--- src/rtl/fcpu_pkg.sv ---
// Shared fcpu types: opcodes and bimodal predictor counter helpers.
// Imported by the branch predictor and its history table.
package fcpu_pkg;

   localparam int INSTR_W = 4;

   typedef enum logic [INSTR_W-1:0] {
      I_NOP  = 4'd0,
      I_ALU  = 4'd1,
      I_LD   = 4'd2,
      I_ST   = 4'd3,
      I_BLT  = 4'd4,
      I_BEQ  = 4'd5,
      I_JMP  = 4'd6,
      I_JMPR = 4'd7
   } opcode_t;

   typedef logic [1:0] bht_ctr_t;

   localparam bht_ctr_t BHT_STRONG_NT = 2'b00;
   localparam bht_ctr_t BHT_WEAK_NT   = 2'b01;
   localparam bht_ctr_t BHT_WEAK_T    = 2'b10;
   localparam bht_ctr_t BHT_STRONG_T  = 2'b11;

   function automatic bht_ctr_t bht_next(input bht_ctr_t ctr,
                                         input logic taken);
      bht_ctr_t nxt;
      nxt = ctr;
      unique case (1'b1)
         taken && (ctr != BHT_STRONG_T):   nxt = ctr + 2'd1;
         !taken && (ctr != BHT_STRONG_NT): nxt = ctr - 2'd1;
         default: ;
      endcase
      return nxt;
   endfunction

   function automatic logic is_cond_br(input logic [INSTR_W-1:0] op);
      return (op == I_BLT) || (op == I_BEQ);
   endfunction

endpackage

--- src/rtl/branch_history_table.sv ---
// Bimodal 2-bit counter table: one async read port, one
// read-modify-write training port that saturates in place.
import fcpu_pkg::*;

module branch_history_table #(
   parameter int BHT_W = 6
) (
   input  logic             clk,
   input  logic             nrst,
   input  logic [BHT_W-1:0] rd_idx,
   output bht_ctr_t         rd_ctr,
   input  logic             wr_en,
   input  logic [BHT_W-1:0] wr_idx,
   input  logic             wr_taken
);

   localparam int N = 2 ** BHT_W;

   bht_ctr_t tbl [N];

   assign rd_ctr = tbl[rd_idx];

   always_ff @(posedge clk or negedge nrst) begin
      if (!nrst) begin
         for (int i = 0; i < N; i++) tbl[i] <= BHT_WEAK_NT;
      end else if (wr_en) begin
         tbl[wr_idx] <= bht_next(tbl[wr_idx], wr_taken);
      end
   end

endmodule

--- src/rtl/branch_predictor.sv ---
// Dispatch-time direction predictor with commit-time training
// and a one-cycle flush request on mispredict.
import fcpu_pkg::*;

module branch_predictor #(
   parameter int BHT_W        = 6,
   parameter int ADDR_W       = 16,
   parameter int N_STATIONS_W = 4,
   parameter int CNT_W        = 32
) (
   input  logic                    clk,
   input  logic                    nrst,
   input  logic                    clear,
   input  logic                    q_valid,
   output logic                    q_ready,
   input  logic [ADDR_W-1:0]       q_pc,
   input  logic [INSTR_W-1:0]      q_opcode,
   input  logic [N_STATIONS_W-1:0] q_rob_id,
   output logic                    pred_condition,
   input  logic                    commit_valid,
   input  logic [INSTR_W-1:0]      commit_opcode,
   input  logic [N_STATIONS_W-1:0] commit_id,
   input  logic                    true_condition,
   input  logic                    pred_miss,
   output logic                    flush_req,
   output logic [CNT_W-1:0]        n_branches,
   output logic [CNT_W-1:0]        n_misses
);

   localparam int NS = 2 ** N_STATIONS_W;
   localparam logic [CNT_W-1:0] CNT_ONE = CNT_W'(1);

   logic [NS-1:0]    pend_valid;
   logic [BHT_W-1:0] idx_tbl [NS];

   logic [BHT_W-1:0] q_idx;
   logic             q_cond;
   logic             q_fire;
   logic             c_act;
   logic             c_cond;
   logic             c_train;
   bht_ctr_t         rd_ctr;
   logic             unused_pc;

   assign q_idx     = q_pc[BHT_W-1:0];
   assign unused_pc = ^q_pc[ADDR_W-1:BHT_W];
   assign q_cond    = is_cond_br(q_opcode);
   assign q_ready   = nrst & ~flush_req & ~clear;
   assign q_fire    = q_valid & q_ready;

   // A commit arriving while the flush request is up belongs to
   // work the ROB is already discarding.
   assign c_act   = commit_valid & ~flush_req;
   assign c_cond  = is_cond_br(commit_opcode);
   assign c_train = c_act & c_cond & pend_valid[commit_id];

   branch_history_table #(
      .BHT_W (BHT_W)
   ) u_bht (
      .clk      (clk),
      .nrst     (nrst),
      .rd_idx   (q_idx),
      .rd_ctr   (rd_ctr),
      .wr_en    (c_train),
      .wr_idx   (idx_tbl[commit_id]),
      .wr_taken (true_condition)
   );

   always_comb begin
      pred_condition = 1'b0;
      unique case (1'b1)
         q_cond:              pred_condition = rd_ctr[1];
         q_opcode == I_JMP:   pred_condition = 1'b1;
         default: ;
      endcase
   end

   always_ff @(posedge clk or negedge nrst) begin
      if (!nrst) begin
         pend_valid <= '0;
         for (int i = 0; i < NS; i++) idx_tbl[i] <= '0;
      end else if (clear || flush_req) begin
         pend_valid <= '0;
      end else begin
         if (c_train) pend_valid[commit_id] <= 1'b0;
         // Reallocation by the query overrides the commit's release.
         if (q_fire) begin
            pend_valid[q_rob_id] <= q_cond;
            if (q_cond) idx_tbl[q_rob_id] <= q_idx;
         end
      end
   end

   always_ff @(posedge clk or negedge nrst) begin
      if (!nrst) begin
         flush_req  <= 1'b0;
         n_branches <= '0;
         n_misses   <= '0;
      end else begin
         flush_req <= c_act & pred_miss;
         if (c_act && c_cond && !(&n_branches))
            n_branches <= n_branches + CNT_ONE;
         if (c_act && pred_miss && !(&n_misses))
            n_misses <= n_misses + CNT_ONE;
      end
   end

endmodule

--- config.mk ---
export PLATFORM = sky130hd
export DESIGN_NAME = branch_predictor
export DESIGN_NICKNAME = d
export VERILOG_FILES = /design/src/rtl/fcpu_pkg.sv /design/src/rtl/branch_history_table.sv /design/src/rtl/branch_predictor.sv
export SDC_FILE = /design/constraint.sdc
export NUM_CORES = 1
export LEC_CHECK = 0
export CORE_ASPECT_RATIO = 1.2
export CORE_MARGIN = 2
export CORE_UTILIZATION = 59
export DETAILED_ROUTE_END_ITERATION = 8
export GPL_TIMING_DRIVEN = 1
export PLACE_DENSITY = 0.82
export SLEW_MARGIN = 10
export SYNTH_ARGS = -nofsm -noshare
export SYNTH_HDL_FRONTEND = slang
export SYNTH_SLANG_ARGS = --single-unit
export TNS_END_PERCENT = 5
--- constraint.sdc ---
create_clock -name clk -period 3.7 [get_ports clk]
set_input_delay 0.555 -clock clk [delete_from_list [all_inputs] [get_ports clk]]
set_output_delay 0.555 -clock clk [all_outputs]
set_load 0.1 [all_outputs]
# ---- Word-level counts from Yosys, hierarchy flattened
# Index checks and enable logic that the tools add are counted.
dict set report op_classes {
  add_sub_neg 4
  mul 0
  n_div 0
  n_lt_le_gt_ge 10
  n_eq_ne 6
  n_shift 0
  mux 29
  n_bitwise 16
  reduce_logical 20
}
# operator n
set ops {}
lappend ops {{128-bit bitwise mux} 1}
lappend ops {{96-bit bitwise mux} 1}
lappend ops {{32-bit by 1-bit adder with 32-bit output, second input constant} 2}
lappend ops {{16-bit 2-to-1 mux} 4}
lappend ops {{32-bit AND reduction} 2}
lappend ops {{2-bit binary-select mux with 6-bit select} 2}
lappend ops {{6-bit binary-select mux with 4-bit select} 1}
lappend ops {{6-bit demux with 4-bit select} 1}
lappend ops {{4-bit by 3-bit == test with 1-bit output, second input constant} 5}
lappend ops {{6-bit 2-to-1 mux} 3}
lappend ops {{16-bit bitwise AND} 1}
lappend ops {{16-bit bitwise mux} 1}
lappend ops {{16-bit NOT} 1}
lappend ops {{7-bit greater-or-equal comparator, second input constant} 2}
lappend ops {{6-bit NOT with 7-bit output} 2}
lappend ops {{2-bit demux with 6-bit select} 1}
lappend ops {{2-bit 2-to-1 mux} 6}
lappend ops {{5-bit greater-or-equal comparator, second input constant} 2}
lappend ops {{1-bit logical AND} 10}
lappend ops {{4-bit by 5-bit < comparator with 1-bit output, second input constant} 2}
lappend ops {{4-bit NOT with 5-bit output} 2}
lappend ops {{1-bit demux with 4-bit select} 2}
lappend ops {{4-bit by 1-bit greater-or-equal comparator with 1-bit output, second input constant} 2}
lappend ops {{1-bit bitwise AND} 7}
lappend ops {{other kinds (14)} 22}
dict set report word_totals {
  ff_bits 305
  latch_bits 0
  ram_bits 0
  mem_bits_ro 0
  output_inout_bits 67
  wordCells 169
  mem_count 0
}

# ---- Depth between registers and ports, before layout
# Gate-level depths: netlist of the first run.
dict set report logic_depth {
  word_depth 13
  mapped_depth 15
  depth_no_buf 11
}

# ---- Cells and area by module
# Synthesis of the first run repeated with hierarchy kept, for this count alone.
dict set report hier_totals {
  hier_cells 1348
  hier_area_um2 16140.5
}
# module instances cells_per_inst area_each_um2 seq_area_each_um2
set modules_own_cells {}
lappend modules_own_cells {branch_predictor 1 642 8675.8 4429.2}
lappend modules_own_cells {branch_history_table 1 706 7464.7 3283.1}

# ---- Worst setup path before layout of the first run
# OpenSTA, ideal clock, no wires.
dict set report synth_path {
  path_kind {register -> register}
  startpoint {register flush_req}
  endpoint {register idx_tbl[4] (netlist name)}
  setup_time_ps 125
  arrival_time_ps 4186
  required_time_ps 3575
  path_slack_ps -611
  stages_incl_launch_ff 7
  path_buffers 1
  path_cell_list {dfrtp_1 > or2_2 > clkbuf_1 > nor2_1 > nand4_1 > nor3_1 > mux2_2}
}
dict set report synth_via {
  elab_chain_cells 5
  elab_cells_between_ends 7
  classes_between {5 x bitwise; 2 x reduce/logical}
}
# element line
set synth_rtl {}
lappend synth_rtl {{start, declared} branch_predictor.sv:25} ;# output logic flush_req,
lappend synth_rtl {{start signal, assigned} branch_predictor.sv:100} ;# flush_req <= c_act & pred_miss;
lappend synth_rtl {{1-bit NOT} branch_predictor.sv:48} ;# assign q_ready = nrst & ~flush_req & ~clear;
lappend synth_rtl {{1-bit bitwise AND (2 in series)} branch_predictor.sv:48}
lappend synth_rtl {{named net q_ready} branch_predictor.sv:15} ;# output logic q_ready,
lappend synth_rtl {{1-bit bitwise AND} branch_predictor.sv:49} ;# assign q_fire = q_valid & q_ready;
lappend synth_rtl {{3-bit AND reduction (no source line)} --}
lappend synth_rtl {{end signal, assigned by index} branch_predictor.sv:89} ;# if (q_cond) idx_tbl[q_rob_id] <= q_idx;
lappend synth_rtl {{end, declared} branch_predictor.sv:34} ;# logic [BHT_W-1:0] idx_tbl [NS];
# The timed path passes the listed nets, and every way through them passes these cells.
# A chain may end at the register's enable or synchronous reset.

# ---- Worst setup path after layout of the first run
dict set report layout_path {
  startpoint {register idx_tbl[80] (netlist name)}
  endpoint {register u_bht.tbl[50] (netlist name)}
}
dict set report layout_via {
  elab_chain_cells 12
  elab_cells_between_ends 21
  classes_between {2 x add/sub; 2 x order compare; 1 x eq/ne; 11 x mux; 1 x bitwise; 4 x reduce/logical}
}
# element line
set layout_rtl {}
lappend layout_rtl {{6-bit binary-select mux with 4-bit select (*)} branch_predictor.sv:65} ;# .wr_idx (idx_tbl[commit_id]),
lappend layout_rtl {{6-bit 2-to-1 mux (not written as such) (*) (2 in series)} branch_predictor.sv:65}
lappend layout_rtl {{6-bit NOT with 7-bit output (not written as such) (*)} branch_history_table.sv:27} ;# tbl[wr_idx] <= bht_next(tbl[wr_idx], wr_taken);
lappend layout_rtl {{branches (longest 7 deep; another with 2-bit by 1-bit subtractor with 2-bit output)} --}
lappend layout_rtl {{128-bit bitwise mux (*)} branch_history_table.sv:27}
lappend layout_rtl {{end signal, assigned by index} branch_history_table.sv:27}
lappend layout_rtl {{end, declared} branch_history_table.sv:19} ;# bht_ctr_t tbl [N];
# Every way passes the cells marked *. The select of a mux whose other input is x is not followed.

==> run metrics, run 1 <==
status finished, violations left; failing checks DRC, setup timing; Final Slew Violations 0; syn avg cell area roughly 12 um2; gr usage total 0.321; fin worst setup slack -0.0636 ns; EDFF count, synth 0; Die ar. 27200 um2; Hold WS around 0.50 ns; CP Capture Type flip-flop; first-pass GRT wire length 68100 um; max_slew headroom 0.249; post-synthesis cell count between 1000 and 1500; #FFs+latches synth about 300; fin util 0.759; Nets 1532; register area around 7700 um2; final instance area slightly below 20000 um2; clock sinks 305; HP Class reg2reg; vias in the first global route about 12000; CTS root buf clkbuf_16; Final ANT Viol Nets 0; CTS buffer count 31; commonest non-fill, non-tap cell in the layout dfrtp_1; initial core utilization 0.599; CP Class reg2reg; Final Cycle Share 1.02; final wirelength about 45000 um; Clock transition at path regs ~0.06 ns; Cell Area, Synth approximately 15000 um2; RSZ-0062 raised after global routing true; Core Box Area roughly 25000 um2; die width around 150 um; sequential cell area fraction in the yosys report 0.505; worst-path fanout max 30; # diodes 0; via count about 12000; required time worst endpoint approximately 4.2 ns; Synth async-reset ratio 1.00; Lkg Pwr between 0.008 and 0.009 uW; fillers approximately 1500; share of cells above drive strength 1 0.413; Placed Area ~18000 um2; clk buf depth 3; drt pass-1 iters 9; antenna violations before repair 1; area of the multi-input gates 7500 um2; r2r setup slk -0.06 ns; largest net degree at the start of global routing between 90 and 100; post-DR wirelength/cell ~24 um; Iter 0 DRT Violations approximately 1200; Setup violations, final 75; Worst Hold Depth 1; area grow syn2layout 26.6%; most frequent cells in the layout dfrtp_1, mux2_2, buf_4; Final Skew approximately 0.012 ns; routability cong. between 0.9 and 1; total gr overflow 0; # IOs about 110; Via-to-Cell Ratio roughly 6.6; CTS tree built; worst reg2reg path depth 13; Setup TNS -1.68 ns; port bufs 94; Layout Cells excl Fill ~1800; post-synth net total approximately 1300; WP data arrival ~4.3 ns; DP Cell Count roughly 1800; Ys Warns 0; # DRC 1; pwr dens between 300 and 400 nW/um2; Final min period 3.76 ns; worst vdd ir roughly 0.60 mV; Main synth FF type dfrtp_1; Die Height 180 um; Slew @ Worst Pin between 1 and 1.5 ns; synth unique cells 50; FMAX ~0.27 GHz; FP Rows between 60 and 70; Final Hold Fails 0; Detailed Place HPWL roughly 28000 um; CP Launch Type flip-flop; max cap viols 0; worst skew pair latency approximately 0.57 ns; H-tree levels 1
-- cell type report --
type	count	area share
flip-flops and latches	305	0.399
inverters	18	0.00350
clock buffers	45	0.0475
well taps	330	0.0214
multi-input cells	867	0.388
clock inverters	12	0.00473
repair buffers	268	0.136
-- repair_timing --
action | in CTS | in global routing
pin swaps | 10 | 15
gates resized for setup | 45 | 42
hold endpoints to repair | 60 | 0
buffers inserted | 16 | 12
gates cloned | 5 | 2
setup endpoints to repair | 128 | 129
hold buffers | 1 | 0
-- routing by layer --
metal	share of wire	vias to the layer above	GRT usage
li1	-	5062	-
met1	0.36	6096	0.399
met2	0.50	702	0.539
met3	0.078	246	0.0539
met4	0.064	2	0.163
met5	0.00025	-	0
-- path summary, 6_finish.rpt --
kind | endpoint | startpoint
min in group asynchronous | n_branches[4]$_DFFE_PN0P_ | nrst
max in group asynchronous | u_bht.tbl[69]$_DFFE_PN0P_ | nrst
setup reg to reg | u_bht.tbl[50]$_DFFE_PN1P_ | idx_tbl[80]$_DFFE_PN0P_
hold / removal | n_misses[12]$_DFFE_PN0P_ | n_misses[12]$_DFFE_PN0P_
setup / recovery | u_bht.tbl[50]$_DFFE_PN1P_ | idx_tbl[80]$_DFFE_PN0P_
hold reg to reg | n_misses[12]$_DFFE_PN0P_ | n_misses[12]$_DFFE_PN0P_
-- report_power, final --
group,switching [uW],internal [uW]
combinational,748,366
clock,1320,1780
sequential,63.1,3410
-- cells in the mapped netlist (4+ instances only) --
| library cell | count | area (um2) |
|---|---|---|
| nand4_1 | 9 | 56.3 |
| a211oi_1 | 27 | 203 |
| nor2_1 | 78 | 293 |
| nor4_1 | 5 | 31.3 |
| dfstp_2 | 64 | 1680 |
| mux2i_1 | 10 | 100 |
| nor2b_1 | 9 | 56.3 |
| inv_1 | 18 | 67.6 |
| a22o_1 | 4 | 35.0 |
| nor3_1 | 12 | 60.1 |
| o21ai_0 | 25 | 125 |
| a21oi_1 | 39 | 195 |
| buf_1 | 4 | 15.0 |
| o221ai_1 | 16 | 140 |
| xor2_1 | 22 | 193 |
| or2_2 | 5 | 31.3 |
| or3_1 | 5 | 31.3 |
| nand2b_1 | 12 | 75.1 |
| xnor2_1 | 39 | 342 |
| mux4_2 | 47 | 1060 |
| nand2_1 | 106 | 398 |
| a211o_1 | 9 | 78.8 |
| and3_1 | 29 | 181 |
| mux2_2 | 235 | 2650 |
| nand3_1 | 73 | 365 |
| and2_1 | 8 | 50.1 |
| and4_1 | 14 | 123 |
| a41oi_1 | 4 | 35.0 |
| dfrtp_1 | 241 | 6030 |
| clkbuf_1 | 46 | 173 |
| buf_2 | 17 | 85.1 |
-- worst max-delay path, cell delays in order, from the launching register on --
cell and delay [ns]:
dfrtp_1 0.39, mux4_2 0.50, a22o_4 0.25, buf_4 0.14
a221oi_4 0.31, buf_4 0.27, a21oi_1 0.10, a2111oi_2 0.56
nor4_2 0.15, buf_4 0.16, and4_1 0.22, a21oi_4 0.23
buf_12 0.22, mux2_2 0.19
-- cell families (layout without fill, tap and decap cells) --
logic type               after synthesis  in the layout  share of synthesized area
flip-flops                           305            305                      0.505
AND/OR/NAND/NOR                      368            368                      0.116
multiplexers                         292            292                      0.249
buffers and inverters                 90            343                     0.0249
XOR/XNOR                              61             61                     0.0350
adder cells (fa/ha/maj)                3              3                    0.00238
AO/OA/AOI/OAI                        143            143                     0.0669
-- flip-flops by register name, summed over array words and instances, names as in the netlist --
name,flops
n_branches,32
pend_valid,16
n_misses,32
flush_req,1
idx_tbl,96
u_bht.tbl,128
-- stage by stage --
step,setup slack [ns],total power (uW)
final,-0.0636,7690
after global placement,-0.696,4520
after floorplan,-0.0367,4150
after global routing,-0.141,7930
after detailed placement,-0.750,4540
after CTS,0.00186,7690
Power figures use the tool's default switching activity.
==> inputs of run 2 (changes only) <==
--- a/config.mk
+++ b/config.mk
@@ -15,4 +15,3 @@
 export SYNTH_ARGS = -nofsm -noshare
 export SYNTH_HDL_FRONTEND = slang
 export SYNTH_SLANG_ARGS = --single-unit
-export TNS_END_PERCENT = 5
==> run metrics, run 2 (synthesis gave the netlist of run 1 again) <==
CP Capture Type flip-flop; initial core utilization 0.599 (unchanged); CTS tree built; post-DR wirelength/cell 23.9 um (-1.7%); vias in the first global route 12300 (-1.5%); Setup violations, final 0 (-100%); Final ANT Viol Nets 0 (unchanged); status complete, no violations; clock sinks 305 (unchanged); Slew @ Worst Pin 1.06 ns (-0.0656 ns); Final Cycle Share 1.00 (-0.0174); HP Class in2async; via count 11800 (-2.8%); Nets 1517 (-0.98%); Top reg by flops u_bht.tbl; share of cells above drive strength 1 0.408 (-0.00454); Setup TNS 0 ns (+1.68 ns); worst vdd ir 0.613 mV (+2.1%); CTS buffer count 31 (unchanged); max_slew headroom 0.290 (+0.0415); fin util 0.752 (-0.00712); WP data arrival 4.15 ns (-0.12 ns); routability cong. 0.979 (-1.3%); Final min period 3.70 ns (-0.0644 ns); clk buf depth 3 (unchanged); critical path's largest stage delay 0.48 ns (-0.08 ns); drt pass-1 iters 6 (-3); worst path cell trace mux4_2, a22o_1, a221o_2, buf_6, a21oi_1, a211oi_1, a2111oi_4, nand4_1, maj3_4, clkbuf_16, mux2_2; CP Launch Type flip-flop; # DRC 0 (-1); Via-to-Cell Ratio 6.43 (-2.0%); total gr overflow 0 (unchanged); H-tree levels 1 (unchanged); port bufs 94 (unchanged); Hold WS 0.446 ns (-0.0498 ns); pwr dens 418 nW/um2 (+5.1%); area grow syn2layout 25.4%; worst skew pair latency 0.57 ns (about the same); Final Hold Fails 0 (unchanged); Final Skew 0.0233 ns (+0.0110 ns); first-pass GRT wire length 67600 um (-0.72%); CP max stage cell mux4_2; most frequent cells in the layout dfrtp_1, mux2_2, buf_4; FP Rows 64 (unchanged); max cap viols 0 (unchanged); final wirelength 43800 um (-2.5%); Die ar. 27200 um2 (unchanged); Core Box Area 25500 um2 (unchanged); Detailed Place HPWL 28700 um (+1.1%); required time worst endpoint 4.15 ns (-0.05 ns); # IOs 106 (unchanged); Die Height 180 um (unchanged); commonest non-fill, non-tap cell in the layout dfrtp_1; Clock transition at path regs 0.06 ns (about the same); Final Slew Violations 0 (unchanged); largest net degree at the start of global routing 81 (-11%); CTS root buf clkbuf_16; antenna violations before repair 0 (-1); Lkg Pwr 0.00855 uW (-0.79%); # diodes 0 (unchanged); FMAX 0.270 GHz (+1.7%); CP Class reg2reg; fillers 1568 (+1.2%); Largest regs u_bht.tbl (128), idx_tbl (96); Iter 0 DRT Violations 1201 (+1.2%); max reg flops 128 (unchanged); worst-path fanout max 19 (-37%); die width 151 um (unchanged); gr usage total 0.320 (-0.00144)
-- run 2: what timing repair did --
action,4_1_cts,5_1_grt
hold buffers,1,0
buffers inserted,2,1
endpoints found under the hold margin,13,0
gates cloned,2,6
resized for setup,21,35
pin swaps,4,7
endpoints found under the setup margin,128,129
-- run 2: routing by layer --
metal / part of all wire / vias up / GRT usage
met4: 0.061 / 0 / 0.175
met2: 0.50 / 626 / 0.525
met5: 0 / - / 0
met3: 0.075 / 196 / 0.0552
met1: 0.37 / 5910 / 0.402
li1: - / 5033 / -
-- run 2: critical path: cells and delay by family, from the launching register on --
family	cells	cell delay, ns
buffers and inverters	2	0.42
adders and majority gates	1	0.47
AOI/OAI and AO/OA	5	1.38
and+or+nand+nor	1	0.20
DFF	1	0.37
muxes	2	0.75
-- run 2: power by group --
part / total [uW] / switching [uW] / internal (uW)
Clock: 3450 / 1350 / 2100
Sequential: 3470 / 63.0 / 3410
Combinational: 1090 / 736 / 350
Total: 8000 / 2150 / 5860
-- run 2: cell type report --
cell class              instances  area (um2)  share of cell area
multi-input cells             867        7390               0.386
repair buffers                253        2430               0.127
well taps                     330         413              0.0216
clock inverters                20         287              0.0150
inverters                      18        67.6             0.00353
clock buffers                  37         838              0.0438
flip-flops and latches        305        7710               0.403
-- run 2: per-stage QoR --
| stage | area (um2) | power (uW) | instances | setup WS, ns |
|---|---|---|---|---|
| after floorplan | 15400 | 4150 | 1262 | 0.00288 |
| after global placement | 17600 | 4520 | 1762 | -0.858 |
| after detailed placement | 17600 | 4540 | 1762 | -0.909 |
| after CTS | 18900 | 8000 | 1824 | 0.00914 |
| after global routing | 19100 | 8240 | 1830 | -0.0814 |
| final | 19100 | 8000 | 1830 | 0.000785 |
-- run 2: worst paths after layout --
path                                           from                         end  cells past startpoint  slack (ns)
hold reg to reg            n_misses[26]$_DFFE_PN0P_    n_misses[26]$_DFFE_PN0P_                      1        0.50
max in group asynchronous                      nrst  u_bht.tbl[113]$_DFFE_PN0P_                      4        1.42
setup / recovery            idx_tbl[74]$_DFFE_PN0P_   u_bht.tbl[61]$_DFFE_PN0P_                     11      0.0008
min in group clk           n_misses[26]$_DFFE_PN0P_    n_misses[26]$_DFFE_PN0P_                      1        0.50
setup reg to reg            idx_tbl[74]$_DFFE_PN0P_   u_bht.tbl[61]$_DFFE_PN0P_                     11      0.0008
hold / removal                                 nrst   u_bht.tbl[19]$_DFFE_PN0P_                      2        0.45
==> inputs of run 3 (changes only) <==
--- a/config.mk
+++ b/config.mk
@@ -5,9 +5,11 @@
 export SDC_FILE = /design/constraint.sdc
 export NUM_CORES = 1
 export LEC_CHECK = 0
+export CELL_PAD_IN_SITES_DETAIL_PLACEMENT = 1
+export CELL_PAD_IN_SITES_GLOBAL_PLACEMENT = 1
 export CORE_ASPECT_RATIO = 1.2
 export CORE_MARGIN = 2
-export CORE_UTILIZATION = 59
+export CORE_UTILIZATION = 48
 export DETAILED_ROUTE_END_ITERATION = 8
 export GPL_TIMING_DRIVEN = 1
 export PLACE_DENSITY = 0.82
@@ -15,3 +17,4 @@
 export SYNTH_ARGS = -nofsm -noshare
 export SYNTH_HDL_FRONTEND = slang
 export SYNTH_SLANG_ARGS = --single-unit
+export TNS_END_PERCENT = 100
==> run metrics, run 3 (synthesis gave the netlist of run 1 again) <==
Pwr Total 8600 uW (+7.5%); Slew @ Worst Pin 1.00 ns (-0.0577 ns); WP data arrival 4.87 ns (+0.72 ns); critical path's largest stage delay 0.66 ns (+0.18 ns); CP max stage cell a2111oi_4; Iter 0 DRT Violations 1596 (+33%); area grow syn2layout 33.4%; Final ANT Viol Nets 0 (unchanged); WL met3 6230 um (+90%); CP Class in2reg; via count 13200 (+12%); Lkg Pwr 0.00894 uW (+4.6%); # DRC 0 (unchanged); CP Buf/Inv Count 5 (+3); Placed Area 17700 um2 (+0.76%); Clock transition at path regs 0.07 ns (about the same); commonest non-fill, non-tap cell in the layout dfrtp_1; Final min period 4.45 ns (+0.750 ns); Core Box Area 31400 um2 (+23%); clk buf depth 3 (unchanged); worst path cell trace buf_4, buf_12, mux4_2, a22o_1, a221oi_2, buf_4, nor2b_4, nand2_1, a21oi_1, a2111oi_4, nand4_1, maj3_2, buf_12, clkbuf_16, mux2_2; share of cells above drive strength 1 0.443 (+0.0349); max_slew headroom 0.329 (+0.0386); max cap viols 0 (unchanged); fin worst setup slack -0.749 ns (-0.750 ns); CTS buffer count 35 (+13%); worst vdd ir 0.589 mV (-4.1%); FMAX 0.225 GHz (-17%); DR WL met2 31000 um (+42%); required time worst endpoint 4.12 ns (-0.03 ns); reg2reg start idx_tbl[27]$_DFFE_PN0P_; area of the multi-input gates 7880 um2 (+6.6%); top sig layer met5; gr usage total 0.350 (+0.0301); vias in the first global route 14000 (+14%); Top reg by flops u_bht.tbl; Nets 1547 (+2.0%); pwr dens 423 nW/um2 (+1.1%); fin util 0.649 (-0.102); antenna violations before repair 2 (+2); Final Skew 0.0434 ns (+0.0201 ns); most frequent cells in the layout dfrtp_1, mux2_2, buf_4; largest net degree at the start of global routing 175 (+120%); Final Hold Fails 0 (unchanged); H-tree levels 2 (+1); max reg flops 128 (unchanged); HP Class in2async; initial core utilization 0.487 (-0.113); worst reg2reg path depth 13 (+2); final instance area 20400 um2 (+6.4%); Detailed Place HPWL 33700 um (+17%); Final Slew Violations 0 (unchanged); clock sinks 305 (unchanged); first-pass GRT wire length 88100 um (+30%); M1 wire length 22300 um (+39%); Final Cycle Share 1.20 (+0.203); FP Rows 71 (+11%); die width 167 um (+11%); fillers 2990 (+91%); RSZ-0062 raised after global routing true; port bufs 94 (unchanged); drt pass-1 iters 6 (unchanged); failing checks setup timing; Via-to-Cell Ratio 6.81 (+6.0%); Die ar. 33200 um2 (+22%); Die Height 199 um (+11%); CP Launch Type input port; # IOs 106 (unchanged); status finished, violations left; post-DR wirelength/cell 33.8 um (+41%); Setup TNS -84.19 ns (-84.19 ns); routability cong. 0.904 (-7.7%); worst skew pair latency 0.57 ns (about the same); Hold WS 0.420 ns (-0.0257 ns); register area 7710 um2 (unchanged); Setup violations, final 129 (+129); CP Capture Type flip-flop; r2r setup slk -0.71 ns (-0.71 ns); Largest regs u_bht.tbl (128), idx_tbl (96); reg2reg end u_bht.tbl[81]$_DFFE_PN0P_; total gr overflow 0 (unchanged); final wirelength 65300 um (+49%); worst-path fanout max 9 (-10); family with the most delay on the worst path compound AO/OA/AOI/OAI gates; CTS root buf clkbuf_16; CTS tree built
run 3: cell types whose count changed in the layout (fill, tap and decap cells not counted), sizes merged:
cell | previous run | this run
buf | 156 | 182
dlygate4sd2 | 1 | 3
bufinv | 7 | 5
diode | 0 | 2
dlymetal6s2s | 1 | 0
bufbuf | 1 | 2
inv | 19 | 20
clkbuf | 44 | 57
clkdlybuf4s15 | 1 | 0
clkinv | 9 | 3
run 3: timing repair:
action | CTS | global route
resized for setup | 89 | 97
hold endpoints to repair | 7 | 0
pin swaps | 16 | 19
setup buffers | 19 | 10
gates cloned | 8 | 6
hold buffers | 1 | 0
endpoints found under the setup margin | 129 | 128
run 3: through the flow:
stage | setup slack, ns | std cells
after floorplan | 0.00288 | 1262
after global placement | -0.904 | 1829
after detailed placement | -0.956 | 1829
after CTS | -0.0237 | 1919
after global routing | -0.657 | 1934
final | -0.749 | 1936
run 3: worst max path at each step:
stage	from	to	slack, ns	cells after the start
2_1_floorplan	commit_id[0]	u_bht.tbl[49]$_DFFE_PN0P_	0.003	14
3_3_place_gp	commit_id[1]	u_bht.tbl[60]$_DFFE_PN1P_	-0.90	14
3_5_place_dp	commit_id[1]	u_bht.tbl[104]$_DFFE_PN1P_	-0.96	14
4_1_cts	idx_tbl[26]$_DFFE_PN0P_	u_bht.tbl[55]$_DFFE_PN0P_	-0.02	13
5_1_grt	commit_id[0]	u_bht.tbl[81]$_DFFE_PN0P_	-0.66	15
6_report	commit_id[0]	u_bht.tbl[81]$_DFFE_PN0P_	-0.75	15
run 3: worst reg2reg max path: stages (launching register included):
cell	delay [ns]
dfrtp_1	0.38
mux4_2	0.49
a22o_1	0.34
a221oi_2	0.57
buf_4	0.30
nor2b_4	0.08
nand2_1	0.12
a21oi_1	0.10
a2111oi_4	0.66
nand4_1	0.20
maj3_2	0.40
buf_12	0.18
clkbuf_16	0.18
mux2_2	0.30
run 3: cell type report:
type,instances,share of cell area
Sequential cell,305,0.379
Timing Repair Buffer,279,0.145
Multi-Input combinational cell,867,0.387
Tap cell,401,0.0246
Inverter,18,0.00332
Clock buffer,51,0.0500
Antenna cell,2,0.000246
Clock inverter,13,0.0106
run 3: routing by layer:
metal  up-vias  track usage
met2       978        0.599
met3       427       0.0788
met5         -            0
met1      6680        0.394
met4         2        0.234
li1       5102            -
run 3: power breakdown:
group	leakage, uW	switching [uW]	internal [uW]
Combinational	0.00436	852	431
Clock	0.000592	1560	2280
Sequential	0.00399	74.8	3410
